[config.mk]
export PLATFORM = sky130hd
export DESIGN_NAME = mem_access_arbiter
export DESIGN_NICKNAME = d
export VERILOG_FILES = /design/src/rtl/mem_arb_pkg.sv /design/src/rtl/mem_access_arbiter_align.sv /design/src/rtl/mem_access_arbiter.sv
export SDC_FILE = /design/constraint.sdc
export NUM_CORES = 1
export LEC_CHECK = 0
export ABC_AREA = 1
export CAP_MARGIN = 20
export CORE_ASPECT_RATIO = 0.8
export CORE_MARGIN = 1.5
export CORE_UTILIZATION = 51
export CTS_CLUSTER_DIAMETER = 30
export DETAILED_ROUTE_END_ITERATION = 6
export PLACE_DENSITY = 0.91
export SYNTH_ARGS = -nofsm -noshare
export SYNTH_HDL_FRONTEND = slang
export SYNTH_SLANG_ARGS = --single-unit
[constraint.sdc]
create_clock -name clk -period 11.31 [get_ports clk]
set_clock_uncertainty 0.2 [all_clocks]
set_input_delay 3.393 -clock clk [delete_from_list [all_inputs] [get_ports clk]]
set_output_delay 3.393 -clock clk [all_outputs]
set_load 0.01 [all_outputs]
[src/rtl/mem_arb_pkg.sv]
// Shared encodings for the IF/MEM RAM access arbiter.
package mem_arb_pkg;

    // Access size encodings, matching the RAM Size pins.
    localparam logic [1:0] SIZE_BYTE = 2'b00;
    localparam logic [1:0] SIZE_HALF = 2'b01;
    localparam logic [1:0] SIZE_WORD = 2'b10;
    localparam logic [1:0] SIZE_RSVD = 2'b11;

    // Arbiter states.
    localparam logic [1:0] ST_IDLE   = 2'd0;
    localparam logic [1:0] ST_SETUP  = 2'd1;
    localparam logic [1:0] ST_ENABLE = 2'd2;
    localparam logic [1:0] ST_RESP   = 2'd3;

    // Requester IDs, also the encoding of LastGrant.
    localparam logic REQ_IF  = 1'b0;
    localparam logic REQ_MEM = 1'b1;

    // Number of bytes touched by an access of the given size.
    function automatic logic [2:0] size_bytes(input logic [1:0] size);
        case (size)
            SIZE_BYTE: size_bytes = 3'd1;
            SIZE_HALF: size_bytes = 3'd2;
            default:   size_bytes = 3'd4;
        endcase
    endfunction

endpackage

[src/rtl/mem_access_arbiter_align.sv]
// Combinational alignment/range check and read-data mask for one access.
module mem_align_check
    import mem_arb_pkg::*;
#(
    parameter int DEPTH = 256
) (
    input  logic [31:0] addr,
    input  logic [1:0]  size,
    output logic        fault,
    output logic [31:0] mask
);

    logic [32:0] end_addr;

    // Reject reserved sizes, misalignment, and accesses running past DEPTH.
    always_comb begin
        end_addr = {1'b0, addr} + {30'd0, size_bytes(size)};
        fault    = 1'b0;
        mask     = 32'd0;
        case (size)
            SIZE_BYTE: mask = 32'h0000_00FF;
            SIZE_HALF: begin
                mask  = 32'h0000_FFFF;
                fault = addr[0];
            end
            SIZE_WORD: begin
                mask  = 32'hFFFF_FFFF;
                fault = (addr[1:0] != 2'b00);
            end
            default:   fault = 1'b1;
        endcase
        if (end_addr > 33'(DEPTH)) begin
            fault = 1'b1;
        end
    end

endmodule

[src/rtl/mem_access_arbiter.sv]
// Arbitrates the IF and MEM requesters onto one shared RAM port and
// sequences SETUP / ENABLE / RESP for the winning access.
//
// Handshake: a requester raises Req with stable fields and holds them until
// its Gnt pulse; fields are latched on the edge that produces Gnt, after
// which Req may drop. Valid is a one-cycle pulse qualifying Data and Fault,
// which otherwise hold their last value. Req is only looked at in IDLE.
module mem_access_arbiter
    import mem_arb_pkg::*;
#(
    parameter int ACCESS_CYCLES = 1,
    parameter int DEPTH         = 256
) (
    input  logic        clk,
    input  logic        reset,
    input  logic        IfReq,
    input  logic [31:0] IfAddr,
    output logic        IfGnt,
    output logic        IfValid,
    output logic [31:0] IfData,
    output logic        IfFault,
    input  logic        MemReq,
    input  logic        MemRW,
    input  logic [1:0]  MemSize,
    input  logic [31:0] MemAddr,
    input  logic [31:0] MemWData,
    output logic        MemGnt,
    output logic        MemValid,
    output logic [31:0] MemRData,
    output logic        MemFault,
    output logic        RamEnable,
    output logic        RamReadWrite,
    output logic [31:0] RamAddress,
    output logic [31:0] RamDataIn,
    output logic [1:0]  RamSize,
    input  logic [31:0] RamDataOut,
    output logic        Busy
);

    logic [1:0]  state;
    logic [3:0]  cnt;
    logic        last_grant;
    logic        owner;
    logic        gnt_q;
    logic [31:0] lat_addr;
    logic [31:0] lat_wdata;
    logic [31:0] lat_mask;
    logic [1:0]  lat_size;
    logic        lat_rw;

    logic [31:0] if_data_q;
    logic [31:0] mem_data_q;
    logic        if_fault_q;
    logic        mem_fault_q;

    logic        win;
    logic [31:0] win_addr;
    logic [31:0] win_wdata;
    logic [1:0]  win_size;
    logic        win_rw;
    logic        win_fault;
    logic [31:0] win_mask;
    logic        grant;
    logic        fault_resp;
    logic        enable_done;
    logic [31:0] resp_data;
    logic        run;
    logic        drive;

    // Pick the winner: a lone requester wins, a conflict goes opposite LastGrant.
    always_comb begin
        if (IfReq && MemReq) begin
            win = (last_grant == REQ_IF) ? REQ_MEM : REQ_IF;
        end else if (MemReq) begin
            win = REQ_MEM;
        end else begin
            win = REQ_IF;
        end
        win_addr  = (win == REQ_MEM) ? MemAddr : IfAddr;
        win_size  = (win == REQ_MEM) ? MemSize : SIZE_WORD;
        win_rw    = (win == REQ_MEM) && MemRW;
        win_wdata = win_rw ? MemWData : 32'd0;
    end

    mem_align_check #(
        .DEPTH (DEPTH)
    ) u_align (
        .addr  (win_addr),
        .size  (win_size),
        .fault (win_fault),
        .mask  (win_mask)
    );

    assign grant       = (state == ST_IDLE) && (IfReq || MemReq);
    assign fault_resp  = grant && win_fault;
    assign enable_done = (state == ST_ENABLE) && (cnt == 4'd0);
    assign resp_data   = lat_rw ? 32'd0 : (RamDataOut & lat_mask);

    // Main FSM: latch the winner at the grant edge and step through the access.
    always_ff @(posedge clk) begin
        if (reset) begin
            state      <= ST_IDLE;
            cnt        <= 4'd0;
            last_grant <= REQ_IF;
            owner      <= REQ_IF;
            gnt_q      <= 1'b0;
            lat_addr   <= 32'd0;
            lat_wdata  <= 32'd0;
            lat_mask   <= 32'd0;
            lat_size   <= SIZE_BYTE;
            lat_rw     <= 1'b0;
        end else begin
            gnt_q <= 1'b0;
            case (state)
                ST_IDLE: begin
                    if (grant) begin
                        owner      <= win;
                        last_grant <= win;
                        gnt_q      <= 1'b1;
                        lat_addr   <= win_addr;
                        lat_size   <= win_size;
                        lat_rw     <= win_rw;
                        lat_wdata  <= win_wdata;
                        lat_mask   <= win_mask;
                        state      <= win_fault ? ST_RESP : ST_SETUP;
                    end
                end
                ST_SETUP: begin
                    cnt   <= 4'(ACCESS_CYCLES - 1);
                    state <= ST_ENABLE;
                end
                ST_ENABLE: begin
                    if (cnt == 4'd0) begin
                        state <= ST_RESP;
                    end else begin
                        cnt <= cnt - 4'd1;
                    end
                end
                ST_RESP: state <= ST_IDLE;
                default: state <= ST_IDLE;
            endcase
        end
    end

    // Response registers: loaded when a response becomes visible, held otherwise.
    always_ff @(posedge clk) begin
        if (reset) begin
            if_data_q   <= 32'd0;
            if_fault_q  <= 1'b0;
            mem_data_q  <= 32'd0;
            mem_fault_q <= 1'b0;
        end else if (fault_resp) begin
            if (win == REQ_MEM) begin
                mem_data_q  <= 32'd0;
                mem_fault_q <= 1'b1;
            end else begin
                if_data_q   <= 32'd0;
                if_fault_q  <= 1'b1;
            end
        end else if (enable_done) begin
            if (owner == REQ_MEM) begin
                mem_data_q  <= resp_data;
                mem_fault_q <= 1'b0;
            end else begin
                if_data_q   <= resp_data;
                if_fault_q  <= 1'b0;
            end
        end
    end

    // Every output is forced low while reset is asserted.
    assign run   = !reset;
    assign drive = run && ((state == ST_SETUP) || (state == ST_ENABLE));

    assign Busy         = run && (state != ST_IDLE);
    assign IfGnt        = run && gnt_q && (owner == REQ_IF);
    assign MemGnt       = run && gnt_q && (owner == REQ_MEM);
    assign IfValid      = run && (state == ST_RESP) && (owner == REQ_IF);
    assign MemValid     = run && (state == ST_RESP) && (owner == REQ_MEM);
    assign IfData       = run ? if_data_q : 32'd0;
    assign IfFault      = run && if_fault_q;
    assign MemRData     = run ? mem_data_q : 32'd0;
    assign MemFault     = run && mem_fault_q;
    assign RamEnable    = run && (state == ST_ENABLE);
    assign RamReadWrite = drive && lat_rw;
    assign RamAddress   = drive ? lat_addr : 32'd0;
    assign RamSize      = drive ? lat_size : SIZE_BYTE;
    assign RamDataIn    = drive ? lat_wdata : 32'd0;

endmodule

==> results of run 1 <==
## placed cells by master, fill, tap and decap left out, drive strengths merged
master and n:
clkinvlp 5, nor3b 1, nand3b 13, nand2 266, nand3 112, o31ai 2
ha 13, nor3 6, xor2 4, dfxtp 144, or4 1, nor4 1
nand4 11, or2 1, o21ai 62, xnor2 1, o21bai 1, clkinv 5
a22oi 32, clkdlybuf4s50 272, inv 252, a211oi 3, a21oi 90, nor2 328
buf 10, a31oi 3, clkbuf 19
## per-layer routing
layer	part of all wire (%)	vias to the layer above
li1	-	4832
met1	44	4340
met2	46	409
met3	7.7	46
met4	2.3	0
met5	0	-
## critical path: stages
cell and delay, ps:
clkdlybuf4s50_1 500, nand2_2 210, nand2_4 510, clkinv_1 450, nand2_1 190, nand2_1 70
ha_1 340, nand2_1 90, nand3b_1 180, nand2_1 330, nand3_1 220, o21ai_0 200
nand2_1 70, nand2_1 60, nor2_1 40, nand2_1 50, nor2_1 50, nand2_2 110
nand2_4 250, nand2_2 130, buf_4 530, nand2_2 530, nand2_4 470, nand2_1 110
nand2_1 80, nor2_1 60
## sequential cells by signal (all words and copies together), names as in the netlist, 2 cells and up
| signal | cells |
|---|---|
| lat_addr | 32 |
| lat_size | 2 |
| if_data_q | 32 |
| lat_mask | 3 |
| mem_data_q | 32 |
| cnt | 4 |
| lat_wdata | 32 |
| state | 2 |
## power by group through the flow
stage / Clock, mW / Combinational, mW / Sequential (mW)
4_1_cts: 0.535 / 1.12 / 0.756
3_5_place_dp: 0 / 1.11 / 0.764
5_1_grt: 0.561 / 1.27 / 0.775
2_1_floorplan: 0 / 0.779 / 0.741
3_3_place_gp: 0 / 1.08 / 0.758
6_report: 0.532 / 1.14 / 0.757
## kinds of logic after synthesis
| family | Yosys count | share of synthesized area [%] |
|---|---|---|
| AO/OA/AOI/OAI | 193 | 12.5 |
| XOR/XNOR | 5 | 0.511 |
| adder cells (fa/ha/maj) | 13 | 1.90 |
| buffers and inverters | 330 | 15.6 |
| flip-flops | 144 | 33.6 |
| AND/OR/NAND/NOR | 740 | 35.8 |
## layout make-up
class,instances,area (um2)
Inverter,249,935
Tap cell,220,275
Clock buffer,19,453
Sequential cell,144,2880
Clock inverter,13,105
Fill cell,1388,4670
Timing Repair Buffer,282,2810
Multi-Input combinational cell,951,4370
## worst min path at each step
stage                   end  depth (start not counted)    startpoint  slack, ps
3_3_place_gp   lat_addr[27]                          2  lat_addr[27]        250
2_1_floorplan  lat_addr[27]                          2  lat_addr[27]        240
5_1_grt        lat_addr[27]                          2  lat_addr[27]        300
3_5_place_dp    lat_size[0]                          2   lat_size[0]        270
6_report       lat_addr[27]                          2  lat_addr[27]        280
4_1_cts        lat_addr[27]                          2  lat_addr[27]        280
==> qor.yml, run 1 <==
critical_path:
  r2r_slack_ps: 4990
  crit_path_max_fanout: 66
  arrival_ps: 9310
  r2r_end: "mem_data_q[20]"
  crit_path_end: "mem_data_q[20]"
  setup.worst_path.start: "IfReq"
  criticalPathCategory: "in -> reg"
  critical_path_required_ps: 11430
  reg2reg_from: "owner"
  r2r.worst_path.cells: 25
  cp-end-kind: "flop"
  cp-start-kind: "primary input"
global_routing:
  grt_use_met1_pct: 38.4
  antenna_found_initial: 0
  track_usage_pct: 30.1
  grt_pass1_vias: 8897
  use_met3_pct: 6.48
  grt_pass1_wl_mm: 43.0
  grt_max_degree: 103
  grt_busiest_layer: "met2"
  met2_usage_pct: 50.4
  overflow: 0
floorplan:
  die-area_um2: 17600
  core_um2: 16500
  die_h_um: 119
  die_x_um: 148
  rows: 42
  start_util_pct: 52.0
  ios: 274
cts:
  cts.path.max_buffers: 2
  cts-root-buf: "clkbuf_16"
  cts_tree: "yes"
  numClockSinks: 144
  numCtsBuffers: 17
  cts_max_level: 4
  clk_latency_ps: 420
  hold_buffers: 0
  cts.clk_slew.worst_paths_ps: 70
  cts_resized: 0
  post_cts_buffers: 0
timing:
  worst_slew_pin_slew_ps: 1010
  rsz0062_at_grt: "no"
  hold_viol_final: 0
  finalSetupViolCount: 0
  finalMaxSlewViolations: 0
  relSlewSlack_pct: 32.5
  fin_tns_setup_ps: 0
  period_share_pct: 81.3
  fmax_mhz: 109
  post-route-min-period_ps: 9200
  holdWs_ps: 278
  setup_slack_ps: 2110
status:
  violations: "DRC"
  status: "finished, violations left"
yosys:
  syn_area_per_cell_um2: 6.02
  syn_area_um2: 8580
  ys_types: 35
  synthTopCellsByArea: "dfxtp_1 (34%), nor2_1 (14%), nand2_1 (11%), inv_1 (11%), nand3_1 (6.5%)"
  synth_warnings: 0
  syn-num-nets: 1573
  synth.most_common_cell: "nor2_1"
  ys_ff_latch: 144
  netlist_instances: 1425
  yosys.area.top_type: "dfxtp_1"
  ys.flop_type: "dfxtp_1"
  yosys-top-cells-count: "nor2_1 (320), nand2_1 (257), inv_1 (242), dfxtp_1 (144), nand3_1 (112)"
  yosysSeqAreaShare_pct: 33.6
  synth_edf_count: 0
  post-synth-top-area-fraction_pct: 33.6
  synthArstFlopShare_pct: 0
pwr:
  pwr-share-clk_pct: 21.9
  p_comb_share_pct: 46.9
  power.switching_mw: 1.02
  p_int_mw: 1.40
  p_per_area_nw_per_um2: 205
  seqPwrFrac_pct: 31.2
  switching_share_pct: 42.1
  power.total_mw: 2.43
  p_leak_nw: 5.22
  vdd_ir_drop_max_mv: 0.127
worst_hold_path:
  hold_path.class: "reg -> reg"
placed_design:
  placed_cell_area_um2: 11200
  post-place-ws_ps: 1810
  io_buffers: 273
  dp_cells: 1844
  post-dp-hpwl_mm: 19.2
  gp_congestion: 0.921
final_layout:
  instances_no_fill: 1878
  nets: 1793
  utilization_pct: 71.7
  num_antenna_cells: 0
  drive_above_1_share_pct: 4.40
  syn_to_final_growth_pct: 37.9
  fin_area_um2: 11800
drt:
  via_count: 9627
  routed_wl_mm: 26.6
  wl_per_cell_um: 14.2
  antenna_left: 0
  drc: 1
  viasPerCell: 5.13
  drt_iter0_markers: 858
  first_pass_iters: 7
flow_run:
  drv_cap: 0
Power figures use the tool's default switching activity.
==> run 2: changes to the inputs <==
Settings changed: CORE_UTILIZATION 51 to 47, PLACE_DENSITY 0.91 to 0.85.
Clock period 11.31 ns to 8.7 ns, I/O delays scaled along.
==> run 2 against run 1 <==
Effect of this change:
- the run now ends clean
- sequential share of layout area about the same
- design area up 0.18%
- global-route usage shrank 3.4 points
- final cell count grew 0.32%
- worst hold slack gained 1.7 ps
- die area increased by 8.3%
- core utilization decreased by 4.3 points
- critical path type unchanged
- largest power group unchanged
==> qor.yml, run 2 (synthesis gave the netlist of run 1 again) <==
critical_path:
  crit_path_max_fanout: 36  # -45%
  cp-start-kind: "primary input"
  criticalPathCategory: "in -> reg"
  cp-end-kind: "flop"
  arrival_ps: 7870  # -1440 ps
  critical_path_required_ps: 8860  # -2570 ps
drt:
  first_pass_iters: 5  # -2
  drc: 0  # -1
  wl_per_cell_um: 13.9  # -2.2%
  via_count: 9468  # -1.7%
  routed_wl_mm: 26.1  # -1.9%
  viasPerCell: 5.03  # -2.0%
  antenna_left: 0  # unchanged
  drt_iter0_markers: 937  # +9.2%
cts:
  cts.path.max_buffers: 2  # unchanged
  clk_latency_ps: 420  # about the same
  numClockSinks: 144  # unchanged
  numCtsBuffers: 17  # unchanged
  cts.clk_slew.worst_paths_ps: 70  # about the same
  hold_buffers: 0  # unchanged
  cts-root-buf: "clkbuf_16"
  cts_max_level: 4  # unchanged
  cts_tree: "yes"
  cts_resized: 0  # unchanged
  post_cts_buffers: 0  # unchanged
global_routing:
  grt_pass1_vias: 8270  # -7.0%
  track_usage_pct: 26.8  # -3.4 points
  overflow: 0  # unchanged
  grt_pass1_wl_mm: 41.3  # -3.9%
  grt_max_degree: 114  # +11%
  antenna_found_initial: 0  # unchanged
floorplan:
  rows: 43  # +2.4%
  die_x_um: 154  # +4.1%
  start_util_pct: 48.8  # -3.2 points
  core_um2: 17600  # +6.6%
  ios: 274  # unchanged
  die-area_um2: 19100  # +8.3%
  die_h_um: 124  # +4.1%
timing:
  finalSetupViolCount: 0  # unchanged
  worst_slew_pin_slew_ps: 1040  # +26.4 ps
  finalMaxSlewViolations: 0  # unchanged
  rsz0062_at_grt: "no"
  period_share_pct: 88.6
  fin_tns_setup_ps: 0  # unchanged
  post-route-min-period_ps: 7710
  hold_viol_final: 0  # unchanged
  relSlewSlack_pct: 30.7  # -1.8 points
  holdWs_ps: 279  # +1.73 ps
  fmax_mhz: 130
worst_hold_path:
  hold_path.class: "reg -> reg"
final_layout:
  mostFrequentLayoutCell: "nor2_1"
  drive_above_1_share_pct: 4.46  # +0.058 points
  instances_no_fill: 1884  # +0.32%
  syn_to_final_growth_pct: 38.1
  nets: 1794  # +0.056%
  num_antenna_cells: 0  # unchanged
  final_cell_mix: "nor2_1 (319), clkdlybuf4s50_1 (272), nand2_1 (255), inv_1 (241), dfxtp_1 (144)"
status:
  status: "finished clean"
placed_design:
  gp_congestion: 0.915  # -0.69%
  io_buffers: 273  # unchanged
  dp_cells: 1852  # +0.43%
  post-dp-hpwl_mm: 18.4  # -4.0%
flow_run:
  drv_cap: 0  # unchanged
pwr:
  power.total_mw: 3.15  # +30%
  p_per_area_nw_per_um2: 266  # +30%
  vdd_ir_drop_max_mv: 0.161  # +27%
  p_leak_nw: 5.23  # +0.32%
[run 2: stage by stage]
stage | utilization (%) | area (um2) | setup slack (ps)
final | 67.3 | 11800 | 992
after global routing | 67.3 | 11800 | 451
after floorplan | - | 8580 | 2240
after global placement | 64.1 | 11300 | 942
after detailed placement | 64.1 | 11300 | 700
after CTS | 67.3 | 11800 | 1110
[run 2: power breakdown]
part / switching (mW) / internal (mW)
sequential: 0.104 / 0.878
clock: 0.321 / 0.382
combinational: 0.907 / 0.561
total: 1.33 / 1.82
[run 2: worst max-delay path: stages]
cell and delay (ps):
clkdlybuf4s50_1 750, nand2_4 350, clkinv_1 300, nand2_1 180, nand2_1 70, ha_1 340, nand2_1 80, nand3b_1 190
nand2_1 350, nand3_1 230, nand2_1 110, nand2_1 50, nor2_1 80, nand2_1 50, nor2_1 90, nand2_1 60
nor2_1 110, nand2_2 130, nand2_4 360, nand2_2 130, nand2_2 490, nand2_4 390, nand2_1 170, nand2_1 60
nor2_1 120
[run 2: final cells by class]
class | count | area [um2]
multi-input cells | 951 | 4370
clock buffers | 18 | 439
well taps | 225 | 282
repair buffers | 283 | 2820
fillers | 1524 | 5740
clock inverters | 14 | 126
flip-flops and latches | 144 | 2880
inverters | 249 | 935
[run 2: per-layer routing]
metal	GRT usage (%)	wire, um	up-vias
met3	5.53	1990	28
met4	7.10	416	0
met5	0	0	-
met1	37.2	12200	4238
li1	-	-	4831
met2	42.4	11500	371
[run 2: path summary, 6_finish.rpt]
path | start | end | slack [ps] | cells after the start
worst max register to register | owner | mem_data_q[30] | 3200 | 25
worst min register to register | lat_addr[27] | lat_addr[27] | 280 | 2
worst max-delay path | MemReq | mem_data_q[30] | 990 | 25
worst min-delay path | lat_addr[27] | lat_addr[27] | 280 | 2
==> run 3: changes to the inputs <==
Clock period 8.7 ns to 7.42 ns, I/O delays scaled along.
==> run 3 against run 2 <==
Effect of this change:
- core utilization rose by 0.18 points
- clock power is 16% higher
- combinational power is 18% higher
- critical path depth rose by 4
- global-route usage is 0.77 points higher
- via count up 0.33%
- flip-flop and latch count unchanged
- non-clock buffer count up 5
- sequential power is 17% higher
- design area increased by 0.27%
- critical endpoint is now mem_data_q[14]
==> qor.yml, run 3 (synthesis gave the netlist of run 1 again) <==
global_routing:
  grt_use_met1_pct: 37.4  # +0.21 points
  track_usage_pct: 27.5  # +0.77 points
  antenna_found_initial: 0  # unchanged
  grt_pass1_vias: 8485  # +2.6%
  grt_max_degree: 103  # -9.6%
  grt_busiest_layer: "met2"
  grt_pass1_wl_mm: 42.0  # +1.5%
  met2_usage_pct: 44.1  # +1.7 points
  overflow: 0  # unchanged
  use_met3_pct: 5.08  # -0.45 points
critical_path:
  cp-start-kind: "primary input"
  arrival_ps: 6610  # -1260 ps
  cp-end-kind: "flop"
  slowest_stage: "clkdlybuf4s50_1"
  crit_path_frequent_cell: "nand2_1"
  cp_slowest_stage_delay_ps: 430  # -320 ps
  criticalPathCategory: "in -> reg"
  crit_path_max_fanout: 33  # -8.3%
  critical_path_required_ps: 7590  # -1270 ps
pwr:
  vdd_ir_drop_max_mv: 0.181  # +12%
  p_comb_share_pct: 47.0  # +0.4 points
  pwr-share-clk_pct: 21.9  # -0.4 points
  power.switching_mw: 1.54  # +15%
  switching_share_pct: 41.5  # -0.79 points
  p_leak_nw: 5.24  # +0.12%
  seqPwrFrac_pct: 31.1  # about the same
  power.total_mw: 3.71  # +18%
  p_per_area_nw_per_um2: 312  # +17%
  p_int_mw: 2.17  # +19%
worst_hold_path:
  hold_path.class: "reg -> reg"
timing:
  fin_tns_setup_ps: 0  # unchanged
  post-route-min-period_ps: 6440
  hold_viol_final: 0  # unchanged
  worst_slew_pin_slew_ps: 1040  # -2.29 ps
  rsz0062_at_grt: "no"
  setup_slack_ps: 976  # -16.0 ps
  relSlewSlack_pct: 31.0  # +0.23 points
  fmax_mhz: 155
  period_share_pct: 86.8
  finalMaxSlewViolations: 0  # unchanged
  finalSetupViolCount: 0  # unchanged
drt:
  drc: 0  # unchanged
  drt_iter0_markers: 882  # -5.9%
  wl_per_cell_um: 13.9  # +0.55%
  viasPerCell: 5.03  # about the same
  antenna_left: 0  # unchanged
  routed_wl_mm: 26.3  # +0.81%
  via_count: 9499  # +0.33%
  first_pass_iters: 5  # unchanged
floorplan:
  die_h_um: 124  # unchanged
  ios: 274  # unchanged
  die-area_um2: 19100  # unchanged
  rows: 43  # unchanged
  start_util_pct: 48.8  # unchanged
  core_um2: 17600  # unchanged
  die_x_um: 154  # unchanged
cts:
  cts_resized: 0  # unchanged
  cts.path.max_buffers: 2  # unchanged
  cts_max_level: 4  # unchanged
  clk_latency_ps: 430  # about the same
  cts-root-buf: "clkbuf_16"
  post_cts_buffers: 0  # unchanged
  numCtsBuffers: 17  # unchanged
  cts_tree: "yes"
  hold_buffers: 0  # unchanged
  cts.clk_slew.worst_paths_ps: 60  # about the same
  numClockSinks: 144  # unchanged
final_layout:
  syn_to_final_growth_pct: 38.5
  final_cell_mix: "nor2_1 (319), clkdlybuf4s50_1 (272), nand2_1 (255), inv_1 (241), dfxtp_1 (144)"
  mostFrequentLayoutCell: "nor2_1"
  nets: 1799  # +0.28%
  fin_area_um2: 11900  # +0.27%
  drive_above_1_share_pct: 4.51  # +0.047 points
  utilization_pct: 67.5  # +0.18 points
  num_antenna_cells: 0  # unchanged
placed_design:
  post-dp-hpwl_mm: 18.9  # +2.8%
  gp_congestion: 0.933  # +2.0%
  io_buffers: 273  # unchanged
  post-place-ws_ps: 754  # +54.2 ps
  placed_cell_area_um2: 11300  # +0.44%
flow_run:
  drv_cap: 0  # unchanged
status:
  status: "finished clean"
==> run 3: worst paths after layout <==
| path | from | end | slack, ps | depth (start not counted) |
|---|---|---|---|---|
| worst max-delay path | IfReq | mem_data_q[14] | 980 | 29 |
| worst min-delay path | lat_addr[27] | lat_addr[27] | 280 | 2 |
| worst max register to register | owner | mem_data_q[14] | 2720 | 28 |
| worst min register to register | lat_addr[27] | lat_addr[27] | 280 | 2 |
==> run 3: area by class of cell <==
class / count / area, um2
fill: 1574 / 5710
clock buffer: 21 / 440
timing repair buffer: 288 / 2870
multi-input combinational: 951 / 4370
sequential: 144 / 2880
tap: 225 / 282
inverter: 249 / 935
clock inverter: 11 / 108
==> run 3: power groups by stage <==
stage	sequential (mW)	clock, mW	combinational [mW]
detailed placement	1.16	0	1.72
global placement	1.16	0	1.69
global route	1.18	0.855	1.96
finish	1.15	0.813	1.74
CTS	1.15	0.820	1.74
floorplan	1.13	0	1.19
==> run 3: worst max-delay path, delay by kind of cell <==
family                   cells  cell delay [ps]
AND/OR/NAND/NOR             23             2980
buffers and inverters        4              900
adder cells (fa/ha/maj)      2              460
==> run 3: through the flow <==
step / hold slack (ps) / std cells
after detailed placement: 267 / 1857
after CTS: 278 / 1889
after global placement: 250 / 1856
after floorplan: 236 / 1425
final: 280 / 1889
after global routing: 301 / 1889
==> run 3: layer usage <==
metal,routed length [um],share of wire [%],vias to the layer above
met2,11700,44,352
met1,12300,47,4265
met4,510,1.9,0
li1,-,-,4846
met5,0,0,-
met3,1850,7.0,36
==> variant 1: new RTL, flow settings as in run 2 <==
Reset style: asynchronous (`reset`), changed in 2 clocked blocks.
--- a/src/rtl/mem_access_arbiter.sv
+++ b/src/rtl/mem_access_arbiter.sv
@@ -99,3 +99,3 @@
     // Main FSM: latch the winner at the grant edge and step through the access.
-    always_ff @(posedge clk) begin
+    always_ff @(posedge clk or posedge reset) begin
         if (reset) begin
@@ -145,3 +145,3 @@
     // Response registers: loaded when a response becomes visible, held otherwise.
-    always_ff @(posedge clk) begin
+    always_ff @(posedge clk or posedge reset) begin
         if (reset) begin
Function: no difference found for any inputs over 4 cycles, from zero or initial values and one cycle with reset high; that may be too few to reach the edited logic, so the function may still have changed.
==> variant 1 against run 2 <==
- total power up 14%
- final area up 5.2%
- utilization down 1.6 points
- setup slack worse by 0.26 ns
- synthesized area up 5.9%
- routed wire length up 7.1%
- register-to-register slack worse by 0.33 ns
- count of clock-buffer cells in the layout unchanged
- sequential cell count unchanged
==> variant 1: results (changes against run 2) <==
Placed design
  – Post-place instance area: 11900 um^2 (+5.1%)
  – Number of cells after detailed placement: 1833 (-1.0%)
  – Setup WS pre-CTS: 0.361 ns (-0.339 ns)
  – Routability-driven placement congestion ratio: 0.937 (+2.4%)

Logic synthesis
  – Syn avg cell area: 6.66 um^2 (+11%)
  – Post-synthesis async set-or-reset flop share: 100% (+100 points)
  – Sequential cell area fraction in the yosys report: 39.7% (+6.1 points)
  – Post-Syn Nets: 1511 (-3.9%)
  – Library cell with the highest instance count after synthesis: nand2_1
  – Synth cell count leaders: 372 x nand2_1, 245 x inv_1, 198 x nor2_1, 144 x dfrtp_1, 83 x nand3_1
  – Primary FF master, synth: dfrtp_1

Run status
  – Outcome: completed

Finish
  – Layout Nets: 1743 (-2.8%)
  – Multi-input logic area: 4190 um^2 (-4.2%)
  – Filler cells: 1656 (+8.7%)

Global routing
  – Met3 track utilization from global routing: 5.90% (+0.37 points)
  – Met2 layer usage reported by global route: 43.1% (+0.63 points)
  – Global routing met1 resource utilization: 37.9% (+0.71 points)
  – Combined global-route utilization of all metal layers: 27.8% (+1.0 points)
  – Vias in the first global route: 8840 (+6.9%)
  – Initial antenna violation count: 2 (+2)

Routing
  – Routed via count: 9626 (+1.7%)
  – DR vias/cell: 5.15 (+2.5%)
  – Routed WL: 28000 um (+7.1%)
  – Pre-antenna DRT Iters: 6 (+1)
  – Met3 routed WL: 2220 um (+11%)
  – Top Layer Used: met5
  – Violation count after the first detailed-routing iteration: 838 (-11%)
  – Routed length on met1: 12300 um (+0.85%)
  – Met2 WL: 12500 um (+9.2%)

Critical path
  – CP max stage delay: 0.73 ns (-0.02 ns)

Pwr
  – Worst-case vdd ir drop: 0.000219 V (+36%)
-- variant 1: critical path, delay by kind of cell --
kind                     cells  cell delay, ns
adder cells (fa/ha/maj)      1            0.39
AND/OR/NAND/NOR             15            3.97
XOR/XNOR                     1            0.17
buffers and inverters        3            0.91
-- variant 1: power by group through the flow --
stage               sequential (mW)  combinational (mW)  clock (mW)
CTS                            1.10                1.73       0.734
global placement               1.10                1.68           0
detailed placement             1.11                1.72           0
global route                   1.13                1.94       0.768
floorplan                      1.07                1.16           0
finish                         1.11                1.75       0.729
-- variant 1: cell type report --
cell class                      instances  area share (%)
Multi-Input combinational cell        900            33.6
Sequential cell                       144            28.9
Timing Repair Buffer                  283            22.8
Inverter                              250            7.55
Clock buffer                           18            3.44
Tap cell                              258            2.59
Clock inverter                         14            1.17
Antenna cell                            1          0.0201
-- variant 1: logic make-up after synthesis --
| family | synth area share, % |
|---|---|
| compound gates | 8.17 |
| xor+xnor | 0.482 |
| fa+ha+maj | 1.65 |
| buf+inv | 14.3 |
| flops | 39.7 |
| simple gates | 35.7 |
-- variant 1: worst paths after layout --
check	from	endpoint	slack, ns	cells past startpoint
min in group asynchronous	reset	mem_data_q[7]$_DFFE_PP0P_	2.28	3
hold reg to reg	if_data_q[31]$_DFFE_PP0P_	if_data_q[31]$_DFFE_PP0P_	0.28	2
max in group asynchronous	reset	lat_addr[28]$_DFFE_PP0P_	5.48	3
hold / removal	if_data_q[31]$_DFFE_PP0P_	if_data_q[31]$_DFFE_PP0P_	0.28	2
setup / recovery	MemReq	if_data_q[8]$_DFFE_PP0P_	0.73	20
setup reg to reg	owner$_DFFE_PP0P_	if_data_q[8]$_DFFE_PP0P_	2.87	19
==> variant 2: new RTL, flow settings as in run 2 <==
Made on the original files. `DEPTH` is set to 256 in 2 places; all go to 128.
--- a/src/rtl/mem_access_arbiter_align.sv
+++ b/src/rtl/mem_access_arbiter_align.sv
@@ -4,3 +4,3 @@
 #(
-    parameter int DEPTH = 256
+    parameter int DEPTH = 128
 ) (
--- a/src/rtl/mem_access_arbiter.sv
+++ b/src/rtl/mem_access_arbiter.sv
@@ -11,3 +11,3 @@
     parameter int ACCESS_CYCLES = 1,
-    parameter int DEPTH         = 256
+    parameter int DEPTH         = 128
 ) (
Formal check against the unedited RTL: not equivalent (Yosys sat finds a counterexample within 4 cycles, from zero or initial values and one cycle with reset high).
==> variant 2 against run 2 <==
- synthesized area grew 4.2%
- sequential share of layout area is 0.77 points lower
- sequential cell count unchanged
- clock power increased by 10%
- total power rose by 4.0%
- critical path depth down 19
- routed wire length increased by 14%
- final cell count up 5.3%
- utilization is 0.81 points lower
- critical path type is now input port to primary output
- final area up 3.3%
- setup slack improved by 0.14 ns
==> variant 2: results (changes against run 2) <==
Run status
  – Outcome: completed

Finish
  – Post-layout util: 66.5% (-0.81 points)
  – Layout sequential cell count: 144 (unchanged)
  – Filler cells: 1670 (+9.6%)
  – Fraction of layout instances using a drive strength above 1: 4.62% (+0.16 points)
  – Number of multi-input logic gates: 1025 (+7.8%)
  – Layout Nets: 1863 (+3.8%)
  – Layout buffering overhead excluding clock cells: 23.0% (-0.75 points)

Placed design
  – Post-place instance area: 11600 um^2 (+3.0%)
  – Setup WS pre-CTS: 0.841 ns (+0.141 ns)
  – Final HPWL from detailed placement: 21700 um (+18%)

Logic synthesis
  – Library cells used by synthesis: 37 (+5.7%)
  – Synthesized netlist cell count: 1501 (+5.3%)
  – Ranking of synthesized cells by area: dfxtp_1 32%, nor2_1 14%, nand2_1 12%
  – Post-Syn Nets: 1647 (+4.7%)
  – Sequential cell area fraction in the yosys report: 32.3% (-1.3 points)
  – Share of synthesized area spent on multiplexers: 0.112% (+0.11 points)

Critical path
  – Kind of critical path: input port to primary output
  – Largest fanout on the critical path: 45 (+25%)
  – Source of the critical timing path: reset
  – Signal arrival time at the worst endpoint: 4.75 ns (-3.12 ns)
  – Highest-delay cell along the critical path: buf_4
  – Capture point of the critical path: RamDataIn[9]

Routing
  – Routed WL: 29800 um (+14%)
  – Routed via count: 10200 (+7.8%)
  – Pre-antenna DRT Iters: 6 (+1)

Global routing
  – Vias in the first global route: 9252 (+12%)
  – Global-route wire length before repair: 46200 um (+12%)
  – Combined global-route utilization of all metal layers: 29.4% (+2.7 points)

Timing
  – Worst Hold Margin: 0.258 ns (-0.0210 ns)

Floorplan
  – Die width: 157 um (+2.0%)
[variant 2: changes by cell type after synthesis, moves of 10 or more]
cell / delta
nor2_1: +19
o21ai_1: -10
nand3_1: +26
nand2_1: +35
[variant 2: worst max-delay path, delay by kind of cell]
kind	cells	cell delay (ns)
buffers and inverters	4	1.55
AND/OR/NAND/NOR	2	0.57
[variant 2: per-layer routing]
metal	vias up	track usage [%]	wire length [um]
li1	5070	-	-
met1	4599	38.5	12800
met2	479	46.8	13000
met3	55	8.23	3130
met4	0	9.99	793
met5	-	0	0
[variant 2: cell families (layout without fill, tap and decap cells)]
| logic type | Yosys count | after routing |
|---|---|---|
| AO/OA/AOI/OAI | 177 | 177 |
| XOR/XNOR | 3 | 3 |
| adder cells (fa/ha/maj) | 11 | 11 |
| buffers and inverters | 332 | 561 |
| flip-flops | 144 | 144 |
| AND/OR/NAND/NOR | 833 | 833 |
| multiplexers | 1 | 1 |
[variant 2: power by group]
group,switching [mW],internal (mW)
sequential,0.110,0.878
clock,0.337,0.439
combinational,0.944,0.570
